<file path="config.mk">
export PLATFORM = sky130hd
export DESIGN_NAME = traffic_conflict_monitor
export DESIGN_NICKNAME = d
export VERILOG_FILES = /design/src/rtl/traffic_conflict_monitor.sv
export SDC_FILE = /design/constraint.sdc
export NUM_CORES = 1
export LEC_CHECK = 0
export BUFFER_PORTS_ARGS = -buffer_cell sky130_fd_sc_hd__buf_2
export CAP_MARGIN = 20
export CORE_ASPECT_RATIO = 1.1
export CORE_UTILIZATION = 42
export DETAILED_ROUTE_END_ITERATION = 16
export SYNTH_ARGS = -nofsm -noshare
export SYNTH_HDL_FRONTEND = slang
export SYNTH_SLANG_ARGS = --single-unit
export TNS_END_PERCENT = 30
</file>
<file path="constraint.sdc">
create_clock -name clk -period 2.9 [get_ports clk]
set_clock_uncertainty 0.2 [all_clocks]
set_input_delay 0.58 -clock clk [delete_from_list [all_inputs] [get_ports clk]]
set_output_delay 0.58 -clock clk [all_outputs]
set_load 0.03 [all_outputs]
</file>
<file path="src/rtl/traffic_conflict_monitor.sv">
// traffic_conflict_monitor
//   Safety stage behind the 4-way light controller. It registers the controller's
//   approach codes onto the lamps and checks every cycle for illegal codes,
//   conflicting non-red approaches and illegal phase sequences. Any violation
//   latches a fault and forces all lamps red until a qualified clear completes.
// Ports:
//   clk            system clock, rising-edge
//   rst            asynchronous active-low reset
//   r1..r4         controller approach codes (00 red, 01 yellow, 10 green, 11 illegal)
//   fault_clr      clear request, only acted on while faulted
//   lamp1..lamp4   registered lamp drive, same encoding as r1..r4
//   fault          high while faulted or recovering
//   fault_code     latched cause (0 none, 1 illegal, 2 conflict, 3 skip yellow,
//                  4 short yellow, 5 bad sequence)
module traffic_conflict_monitor #(
  parameter int unsigned MIN_YELLOW = 2,
  parameter int unsigned CLR_HOLD   = 4,
  parameter int unsigned CW         = 4
) (
  input  logic       clk,
  input  logic       rst,
  input  logic [1:0] r1,
  input  logic [1:0] r2,
  input  logic [1:0] r3,
  input  logic [1:0] r4,
  input  logic       fault_clr,
  output logic [1:0] lamp1,
  output logic [1:0] lamp2,
  output logic [1:0] lamp3,
  output logic [1:0] lamp4,
  output logic       fault,
  output logic [2:0] fault_code
);

  localparam int unsigned NA = 4;
  localparam logic [CW-1:0] CNT_MAX = '1;

  typedef enum logic [1:0] {ST_NORMAL, ST_FAULT, ST_RECOVER} state_e;

  state_e        state_q, state_d;
  logic [1:0]    r_c      [NA];
  logic [1:0]    prev_q   [NA];
  logic [1:0]    prev_d   [NA];
  logic [CW-1:0] ycnt_q   [NA];
  logic [CW-1:0] ycnt_d   [NA];
  logic [1:0]    lamp_q   [NA];
  logic [1:0]    lamp_d   [NA];
  logic [CW-1:0] hold_q, hold_d, hold_inc_c;
  logic          fault_q, fault_d;
  logic [2:0]    code_q, code_d;
  logic [2:0]    viol_code_c;
  logic          all_red_c;

  assign r_c[0] = r1;
  assign r_c[1] = r2;
  assign r_c[2] = r3;
  assign r_c[3] = r4;

  assign lamp1      = lamp_q[0];
  assign lamp2      = lamp_q[1];
  assign lamp3      = lamp_q[2];
  assign lamp4      = lamp_q[3];
  assign fault      = fault_q;
  assign fault_code = code_q;

  // Violation detection on current inputs; lowest code wins.
  always_comb begin
    logic       ill, skip, shrt, bad;
    logic [2:0] nonred;
    ill       = 1'b0;
    skip      = 1'b0;
    shrt      = 1'b0;
    bad       = 1'b0;
    nonred    = 3'd0;
    all_red_c = 1'b1;
    for (int i = 0; i < NA; i++) begin
      if (r_c[i] != 2'b00) all_red_c = 1'b0;
      if (r_c[i] == 2'b11) ill = 1'b1;
      if ((r_c[i] == 2'b01) || (r_c[i] == 2'b10)) nonred = nonred + 3'd1;
      if ((prev_q[i] == 2'b10) && (r_c[i] == 2'b00)) skip = 1'b1;
      if ((prev_q[i] == 2'b01) && (r_c[i] != 2'b01) && (ycnt_q[i] < CW'(MIN_YELLOW)))
        shrt = 1'b1;
      if (((prev_q[i] == 2'b00) && (r_c[i] == 2'b01)) ||
          ((prev_q[i] == 2'b01) && (r_c[i] == 2'b10)))
        bad = 1'b1;
    end
    if (ill)              viol_code_c = 3'd1;
    else if (nonred > 3'd1) viol_code_c = 3'd2;
    else if (skip)        viol_code_c = 3'd3;
    else if (shrt)        viol_code_c = 3'd4;
    else if (bad)         viol_code_c = 3'd5;
    else                  viol_code_c = 3'd0;
  end

  // Next-state and output logic.
  always_comb begin
    state_d    = state_q;
    fault_d    = fault_q;
    code_d     = code_q;
    hold_d     = hold_q;
    hold_inc_c = (hold_q == CNT_MAX) ? hold_q : hold_q + CW'(1);
    for (int i = 0; i < NA; i++) begin
      lamp_d[i] = 2'b00;
      prev_d[i] = r_c[i];
      if (r_c[i] == 2'b01) ycnt_d[i] = (ycnt_q[i] == CNT_MAX) ? ycnt_q[i] : ycnt_q[i] + CW'(1);
      else                 ycnt_d[i] = '0;
    end
    unique case (state_q)
      ST_NORMAL: begin
        if (viol_code_c != 3'd0) begin
          state_d = ST_FAULT;
          fault_d = 1'b1;
          code_d  = viol_code_c;
        end else begin
          for (int i = 0; i < NA; i++) lamp_d[i] = r_c[i];
        end
      end
      ST_FAULT: begin
        if (fault_clr) begin
          state_d = ST_RECOVER;
          hold_d  = '0;
        end
      end
      ST_RECOVER: begin
        if (all_red_c) begin
          hold_d = hold_inc_c;
          if (hold_inc_c >= CW'(CLR_HOLD)) begin
            state_d = ST_NORMAL;
            fault_d = 1'b0;
            code_d  = 3'd0;
          end
        end else begin
          hold_d = '0;
        end
      end
      default: state_d = ST_NORMAL;
    endcase
  end

  // State and output registers.
  always_ff @(posedge clk or negedge rst) begin
    if (!rst) begin
      state_q <= ST_NORMAL;
      fault_q <= 1'b0;
      code_q  <= 3'd0;
      hold_q  <= '0;
      for (int i = 0; i < NA; i++) begin
        lamp_q[i] <= 2'b00;
        prev_q[i] <= 2'b00;
        ycnt_q[i] <= '0;
      end
    end else begin
      state_q <= state_d;
      fault_q <= fault_d;
      code_q  <= code_d;
      hold_q  <= hold_d;
      for (int i = 0; i < NA; i++) begin
        lamp_q[i] <= lamp_d[i];
        prev_q[i] <= prev_d[i];
        ycnt_q[i] <= ycnt_d[i];
      end
    end
  end

endmodule

</file>
Word-level counts from Yosys, hierarchy flattened
Index checks and enable logic that the tools add are counted.
- register bits after elaboration: 42
- output and inout bits: 12
- reductions and logical operators: 47
- muxes and demuxes: 56
- $lt $le $gt $ge: 6
- eq/ne operators: 39
- add/subtract/negate cells: 8
- operators by type and width (cell ; count):
    $mux 4 ; 11
    $mux 3 ; 11
    $eq 2x2->1 const B ; 13
    $mux 1 ; 24
    $add 4x1->4 const B ; 5
    $eq 4x4->1 const B ; 5
    $logic_and 1x1->1 ; 20
    $eq 2x1->1 const B ; 9
    $logic_not 2->1 ; 9
    $lt 4x2->1 const B ; 4
    $mux 8 ; 2
    $ne 2x2->1 const B ; 8
    $reduce_bool 2->1 ; 6
    $add 3x1->3 const B ; 3
    $logic_or 1x1->1 ; 8
    $mux 2 ; 4
    $ne 2x1->1 const B ; 4
    $pmux 4 s2 ; 1
    $reduce_and 4->1 ; 2
    $pmux 2 s3 ; 1
    $pmux 3 s2 ; 1
    $ge 4x3->1 const B ; 1
    $gt 3x1->1 const B ; 1
    $reduce_bool 3->1 ; 1
    other kinds (2) ; 2

Longest topological paths before layout
Gate-level depths: netlist (run 1).
- depth after elaboration: 15
- gate-level depth with buffers: 14
- gate-level depth less buffers: 14

Worst setup path before layout (run 1)
No wires, ideal clock.
- kind: input to register
- start: input r1[0]
- end: register code_q[0], in the netlist fault_code[0]
- cell stages on the path: 14
- data arrival time: 2547 ps
- library setup time: 64 ps
- data required time: 2636 ps
- slack: 89 ps
- buffers on the path: 0
- cells stage by stage: inv_1 -> ha_1 -> inv_1 -> ha_1 -> inv_1 -> mux2i_1 -> inv_1 -> ha_1 -> nand2_1 -> xnor2_1 -> o211ai_1 -> nor4_4 -> nand2b_1 -> a22o_2
- longest elaborated chain between the ends: 15
- ends and longest elaborated chain (element ; line ; source):
    start: declaration ; 22 ; input logic [1:0] r1,
    $eq 2x1->1 or $eq 2x2->1 (tied branches) ; 79, 83, 84 ;
    $logic_or 1x1->1, or another cell as far along ; 79 ; if ((r_c[i] == 2'b01) || (r_c[i] == 2'b10)) nonred = nonred + 3'd1;
    $mux 1 or $logic_or 1x1->1 (tied branches) ; 79, 83 ;
    $add 3x1->3 or $mux 1 (tied branches) ; 79, 83 ;
    $mux 3 or $mux 1 (tied branches) ; 79, 83 ;
    $add 3x1->3 or $mux 1 (tied branches) ; 79, 83 ;
    $mux 3 or $mux 1 (tied branches) ; 79, 83 ;
    $add 3x1->3 or $mux 3 (tied branches) ; 79, 91 ;
    $mux 3, on equally long branches ; 79, 90 ;
    $gt 3x1->1 or $mux 3 (tied branches) ; 88, 89 ;
    $mux 3 ; 88 ; else if (nonred > 3'd1) viol_code_c = 3'd2;
    $mux 3 ; 87 ; if (ill) viol_code_c = 3'd1;
    $reduce_bool 3->1 ; 110 ; if (viol_code_c != 3'd0) begin
    $ne 2x2->1 (no source line) ; - ;
    $reduce_and 4->1 (no source line) ; - ;
    end signal: assignment ; 155 ; code_q <= code_d;
    end: declaration ; 50 ; logic [2:0] code_q, code_d;
Several ways; a longest one is shown, not always the timed one. The select of a mux whose other input is x is not followed.
A chain may end at the register's enable or synchronous reset.

Final worst setup path (run 1)
- start: input r1[0]
- end: register state_q[1]
- longest elaborated chain between the ends: 15
- ends and longest elaborated chain (element ; line ; source):
    $eq 2x1->1 or $eq 2x2->1 (tied branches) ; 79, 83, 84 ;
    $logic_or 1x1->1, or another cell as far along ; 79 ;
    $mux 1 or $logic_or 1x1->1 (tied branches) ; 79, 83 ;
    $add 3x1->3 or $mux 1 (tied branches) ; 79, 83 ;
    $mux 3 or $mux 1 (tied branches) ; 79, 83 ;
    $add 3x1->3 or $mux 1 (tied branches) ; 79, 83 ;
    $mux 3 or $mux 1 (tied branches) ; 79, 83 ;
    $add 3x1->3 or $mux 3 (tied branches) ; 79, 91 ;
    $mux 3, on equally long branches ; 79, 90 ;
    $gt 3x1->1 or $mux 3 (tied branches) ; 88, 89 ;
    $mux 3 ; 88 ;
    $mux 3 ; 87 ;
    $reduce_bool 3->1 ; 110 ;
    $ne 2x2->1 (no source line) ; - ;
    $reduce_and 4->1 (no source line) (*) ; - ;
    end signal: assignment ; 153 ; state_q <= state_d;
    end: declaration ; 40 ; state_e state_q, state_d;
Mark *: on every way between the ends. The rest lies on a longest branch, timed or not.

==> flow_metrics.py, run 1 <==
metrics = {
    "clock_network": {
        "htreeDepth": 2,
        "cts_tree": "built",
        "clk_latency_ns": 0.30,
        "clock-sinks": 42,
        "cts_hold_buffers": 0,
        "clock-root-buffer": "clkbuf_8",
        "clk_path_buf_depth": 2,
        "cts_inserted_buffers": 5,
        "clk_pin_slew_ns": 0.08,
    },
    "synth": {
        "synth-main-ff-cell": "dfrtp_1",
        "synth_cell_types": 42,
        "yosysMostFrequentCell": "dfrtp_1",
        "async_reset_ff_share_pct": 100,
        "yosysTopAreaCellShare_pct": 46.1,
        "ys_ff_latch": 42,
        "synth_edf_count": 0,
        "syn_area_per_cell_sq_um": 10.4,
        "yosysTopAreaCell": "dfrtp_1",
        "synth_area_leaders": "dfrtp_1 (46%), ha_1 (14%), mux2i_1 (3.5%)",
        "synth_area_sq_mm": 0.00228,
        "yosysWarnings": 0,
        "syn_nets": 255,
        "synth_commonest_cells": "dfrtp_1 (42), ha_1 (25), inv_1 (21), nor2_1 (15), o21ai_0 (14)",
        "synthCells": 219,
        "ys_seq_area_share_pct": 46.1,
    },
    "timing": {
        "relSlewSlack_pct": 38.2,
        "period_share_pct": 96.5,
        "hold_viol": 0,
        "worst_pin_slew_ns": 0.928,
        "setup_viol": 0,
        "slew_viol_final": 0,
        "max_freq_mhz": 357,
        "fin_ws_ns": 0.102,
        "hold_ws_ns": 0.215,
        "min_period_ns": 2.80,
    },
    "grt": {
        "grt_pass1_vias": 1607,
        "met2_usage_pct": 27.9,
        "grt.overflow.total": 0,
        "grt_pass1_wl_mm": 7.23,
        "antenna_found_initial": 0,
        "grt_busiest_layer": "met2",
        "use_met3_pct": 4.19,
        "grt_util_met1_pct": 20.9,
        "grt.total_usage_pct": 16.8,
        "grt_max_degree": 43,
    },
    "finish": {
        "synthToLayoutAreaGrowth_pct": 22.5,
        "drive_gt1_share_pct": 23.2,
        "multi_input_area_sq_mm": 0.00117,
        "postLayoutCellArea_sq_mm": 0.00279,
        "n_fill_cell": 448,
        "fin_cells": 339,
        "diodes": 0,
        "fin_nets": 302,
        "regArea_sq_mm": 0.00105,
    },
    "detailed_routing": {
        "ant_nets": 0,
        "routed_wl_mm": 4.45,
        "via_count": 1693,
        "wire_per_inst_microns": 13.1,
        "vias_per_cell": 4.99,
        "drt_iter0_drc": 43,
        "firstDrtPassIters": 4,
        "drcViolationCount": 0,
    },
    "critical_path": {
        "cp.arrival_ns": 2.82,
        "required_ns": 2.92,
        "critPathCaptureType": "register",
        "path_max_fanout": 5,
        "crit_type": "in -> reg",
        "startpoint_type": "primary input",
    },
    "run_status": {
        "status": "completed",
    },
    "min_path": {
        "worstHoldPathType": "in -> async",
    },
    "floorplan": {
        "die_width_microns": 72.3,
        "core_sq_mm": 0.00510,
        "initial_core_util_pct": 44.7,
        "row_count": 27,
        "die_height_microns": 79.3,
        "ios": 23,
        "dieArea_sq_mm": 0.00573,
    },
    "place": {
        "pre_cts_ws_ns": -0.271,
        "port_buffers": 22,
        "dp_cells": 329,
        "dp_hpwl_mm": 3.35,
        "dpl_cell_area_sq_mm": 0.00259,
        "globalplace.congestion": 0.770,
    },
    "pwr": {
        "pwr_density_cell_mw_per_mm2": 566,
        "leakagePower_nw": 1.38,
        "vdd_drop_max_mv": 0.350,
    },
    "flow_run": {
        "maxCapViolations": 0,
    },
}
[metrics by stage]
| stage | TNS, ns | util (%) | power (mW) |
|---|---|---|---|
| floorplan | 0 | - | 0.909 |
| global placement | -1.34 | 50.8 | 1.00 |
| detailed placement | -2.74 | 50.8 | 1.01 |
| CTS | 0 | 53.6 | 1.58 |
| global route | -0.113 | 54.8 | 1.66 |
| finish | 0 | 54.8 | 1.58 |
[final timing paths]
kind                               startpoint             to  slack [ns]  depth (start not counted)
worst max-delay path                    r1[0]     state_q[1]        0.10                         16
worst min-delay path                      rst     ycnt_q[12]        0.22                          1
worst max register to register      prev_q[3]  fault_code[0]        0.50                          5
worst min register to register  fault_code[2]  fault_code[2]        0.30                          1
max in group asynchronous                 rst      prev_q[4]        1.71                          1
min in group clk                        r3[0]      prev_q[2]        0.25                          1
[report_power, final]
group | total, mW | leakage (nW) | switching (mW) | internal (mW)
Combinational | 0.335 | 0.756 | 0.188 | 0.147
Clock | 0.570 | 0.0714 | 0.202 | 0.367
Sequential | 0.676 | 0.552 | 0.0485 | 0.627
[state kept, by name (all words and copies together), names as in the netlist]
register / cells
lamp3: 2
prev_q: 8
lamp4: 2
fault_code: 3
lamp2: 2
lamp1: 2
state_q: 2
ycnt_q: 16
fault: 1
hold_q: 4
[final cells by class]
| class | instances | area share, % |
|---|---|---|
| clock buffer | 6 | 2.96 |
| sequential | 42 | 37.6 |
| timing repair buffer | 42 | 9.36 |
| tap | 72 | 3.22 |
| inverter | 21 | 2.82 |
| clock inverter | 2 | 2.15 |
| multi-input combinational | 154 | 41.9 |
[cells by family (layout without fill, tap and decap cells)]
family	count (synthesis)	in the layout	share of synthesized area, %
and+or+nand+nor	71	71	17.0
AOI/OAI and AO/OA	44	44	12.8
DFF	42	42	46.1
adders and majority gates	25	25	13.7
buffers and inverters	23	71	4.61
muxes	8	8	3.51
xor gates and xnor gates	6	6	2.30
[repair_timing]
action	4_1_cts	5_1_grt
setup endpoints to repair	0	11
resized for setup	0	5
setup buffers	0	1
[layout by cell type (no fill, tap or decap), types with 3 or more instances in the layout]
cell type / instances
nand2b_1: 4
ha_4: 3
xnor2_1: 4
mux2i_1: 8
a211oi_1: 3
a31oi_1: 4
inv_1: 21
nand3_1: 12
nand2_1: 13
o22ai_1: 4
and2_1: 8
nor2_1: 15
dfrtp_1: 42
nor3_1: 6
o21ai_0: 14
a21oi_1: 5
ha_1: 22
buf_2: 23
clkbuf_8: 6
buf_4: 18
o31ai_1: 3
[metal layers]
layer | vias to the layer above | wire [microns]
met4 | 0 | 85
met2 | 24 | 2210
li1 | 863 | -
met3 | 7 | 143
met1 | 799 | 2010
met5 | - | 0
[critical path, stage by stage]
cell and delay (ns):
buf_2 0.13, inv_1 0.12, ha_4 0.23, inv_1 0.06
ha_1 0.13, inv_1 0.04, mux2i_1 0.20, inv_1 0.07
ha_1 0.20, nand2_1 0.09, xnor2_2 0.13, o211ai_1 0.14
nor4_4 0.36, buf_6 0.17, o21ai_0 0.08, o21ai_0 0.08
Note: power is estimated with default switching activity, not from simulation.
==> inputs of run 2 (changes only) <==
CORE_UTILIZATION = 30   (was 42)
==> flow_metrics.py, run 2 (synthesis gave the netlist of run 1 again) <==
metrics = {
    "critical_path": {
        "path_max_fanout": 6,
        "cpMostUsedCell": "inv_1",
        "required_ns": 2.93,
        "worstPathCellList": "buf_2, inv_1, ha_1, inv_1, ha_1, inv_1, mux2i_1, inv_1, ha_1, nand2_2, xnor2_2, o211ai_1, nor4_4, buf_6, buf_12, and2_1",
        "cpPeakStageDelay_ns": 0.33,
        "slowest_stage": "nor4_4",
        "cp_num_buf_inv": 7,
        "cp.arrival_ns": 2.78,
        "crit_type": "in -> reg",
        "crit_family": "adder cells",
        "critPathCaptureType": "register",
        "startpoint_type": "primary input",
    },
    "finish": {
        "n_fill_cell": 721,
        "fin_cells": 352,
        "layout_common_cells": "dfrtp_1 (42), ha_1 (24), buf_2 (22)",
        "synthToLayoutAreaGrowth_pct": 21.4,
        "regMostFlops": "ycnt_q",
        "fin_util_pct": 38.6,
        "drive_gt1_share_pct": 22.8,
        "diodes": 0,
        "largest_reg_flops": 16,
        "largestRegisters": "ycnt_q: 16 flops, prev_q: 8 flops, hold_q: 4 flops",
        "layout_commonest_cell": "dfrtp_1",
        "fin_nets": 302,
    },
    "timing": {
        "setup_viol": 0,
        "tns_ns": 0,
        "worst_pin_slew_ns": 0.936,
        "rsz0062_at_grt": "no",
        "hold_ws_ns": 0.212,
        "max_freq_mhz": 364,
        "hold_viol": 0,
        "slew_viol_final": 0,
        "relSlewSlack_pct": 37.6,
        "fin_ws_ns": 0.150,
        "min_period_ns": 2.75,
        "period_share_pct": 94.8,
    },
    "grt": {
        "grt_pass1_vias": 1603,
        "grt.total_usage_pct": 11.8,
        "antenna_found_initial": 0,
        "grt_pass1_wl_mm": 7.35,
        "grt.overflow.total": 0,
        "grt_max_degree": 43,
    },
    "detailed_routing": {
        "firstDrtPassIters": 4,
        "drcViolationCount": 0,
        "vias_per_cell": 4.71,
        "via_count": 1657,
        "wire_per_inst_microns": 12.8,
        "ant_nets": 0,
        "routed_wl_mm": 4.52,
        "drt_iter0_drc": 87,
    },
    "clock_network": {
        "clk_path_buf_depth": 2,
        "cts_tree": "built",
        "clock-root-buffer": "clkbuf_8",
        "clock-sinks": 42,
        "htreeDepth": 2,
        "cts_hold_buffers": 0,
        "clk_latency_ns": 0.29,
        "clk_pin_slew_ns": 0.08,
        "cts_inserted_buffers": 5,
    },
    "pwr": {
        "p_int_mw": 1.02,
        "vdd_drop_max_mv": 0.169,
        "p_sw_share_pct": 30.1,
        "switchingPower_uw": 441,
        "pwr-share-comb_pct": 22.5,
        "pwr_density_cell_mw_per_mm2": 529,
        "pwr-share-seq_pct": 46.1,
        "leakagePower_nw": 1.37,
        "p_clk_share_pct": 31.4,
    },
    "floorplan": {
        "row_count": 32,
        "ios": 23,
        "die_height_microns": 93.5,
        "dieArea_sq_mm": 0.00796,
        "core_sq_mm": 0.00717,
        "initial_core_util_pct": 31.8,
        "die_width_microns": 85.1,
    },
    "flow_run": {
        "maxCapViolations": 0,
    },
    "place": {
        "dp_hpwl_mm": 3.39,
        "globalplace.congestion": 0.791,
        "port_buffers": 22,
        "dp_cells": 342,
        "pre_cts_ws_ns": -0.260,
    },
    "run_status": {
        "status": "completed",
    },
    "min_path": {
        "worstHoldPathType": "in -> async",
    },
}
==> run 2: routing by layer <==
metal | part of all wire [%] | up-vias | global-route usage (%) | wire (microns)
met5 | 0 | - | 0 | 0
met4 | 0.38 | 0 | 3.39 | 17
met3 | 2.7 | 2 | 2.47 | 124
met2 | 48 | 17 | 19.9 | 2170
met1 | 49 | 777 | 15.4 | 2200
li1 | - | 861 | - | -
==> run 2: power by group through the flow <==
stage / combinational [mW] / sequential (mW) / clock, mW
3_3_place_gp: 0.316 / 0.685 / 0
6_report: 0.329 / 0.675 / 0.460
4_1_cts: 0.321 / 0.675 / 0.470
2_1_floorplan: 0.204 / 0.705 / 0
5_1_grt: 0.367 / 0.682 / 0.499
3_5_place_dp: 0.320 / 0.686 / 0
==> run 2: stage by stage <==
stage	total power, mW	cell area [sq um]
after CTS	1.47	2720
after global routing	1.55	2770
after floorplan	0.909	2280
final	1.46	2770
after global placement	1.00	2610
after detailed placement	1.01	2610
==> run 2: timing repair <==
item / CTS / global route
setup endpoints to repair: 0 / 10
resized for setup: 0 / 5
setup buffers: 0 / 2
==> run 2: area by class of cell <==
cell class | instances | area [sq um] | share of cell area (%)
Clock buffer | 5 | 68.8 | 2.49
Clock inverter | 3 | 40.0 | 1.45
Inverter | 21 | 78.8 | 2.85
Multi-Input combinational cell | 154 | 1150 | 41.4
Sequential cell | 42 | 1050 | 38.0
Tap cell | 85 | 106 | 3.84
Timing Repair Buffer | 42 | 277 | 9.99
==> run 2: final timing paths <==
| path | depth (start not counted) | startpoint | to | slack [ns] |
|---|---|---|---|---|
| worst max register to register | 5 | prev_q[3] | fault_code[0] | 0.50 |
| max in group asynchronous | 1 | rst | state_q[1] | 1.68 |
| min in group clk | 1 | r2[0] | prev_q[4] | 0.24 |
| worst max-delay path | 16 | r2[1] | lamp4[0] | 0.15 |
| worst min-delay path | 1 | rst | ycnt_q[13] | 0.21 |
| worst min register to register | 2 | fault | fault | 0.30 |
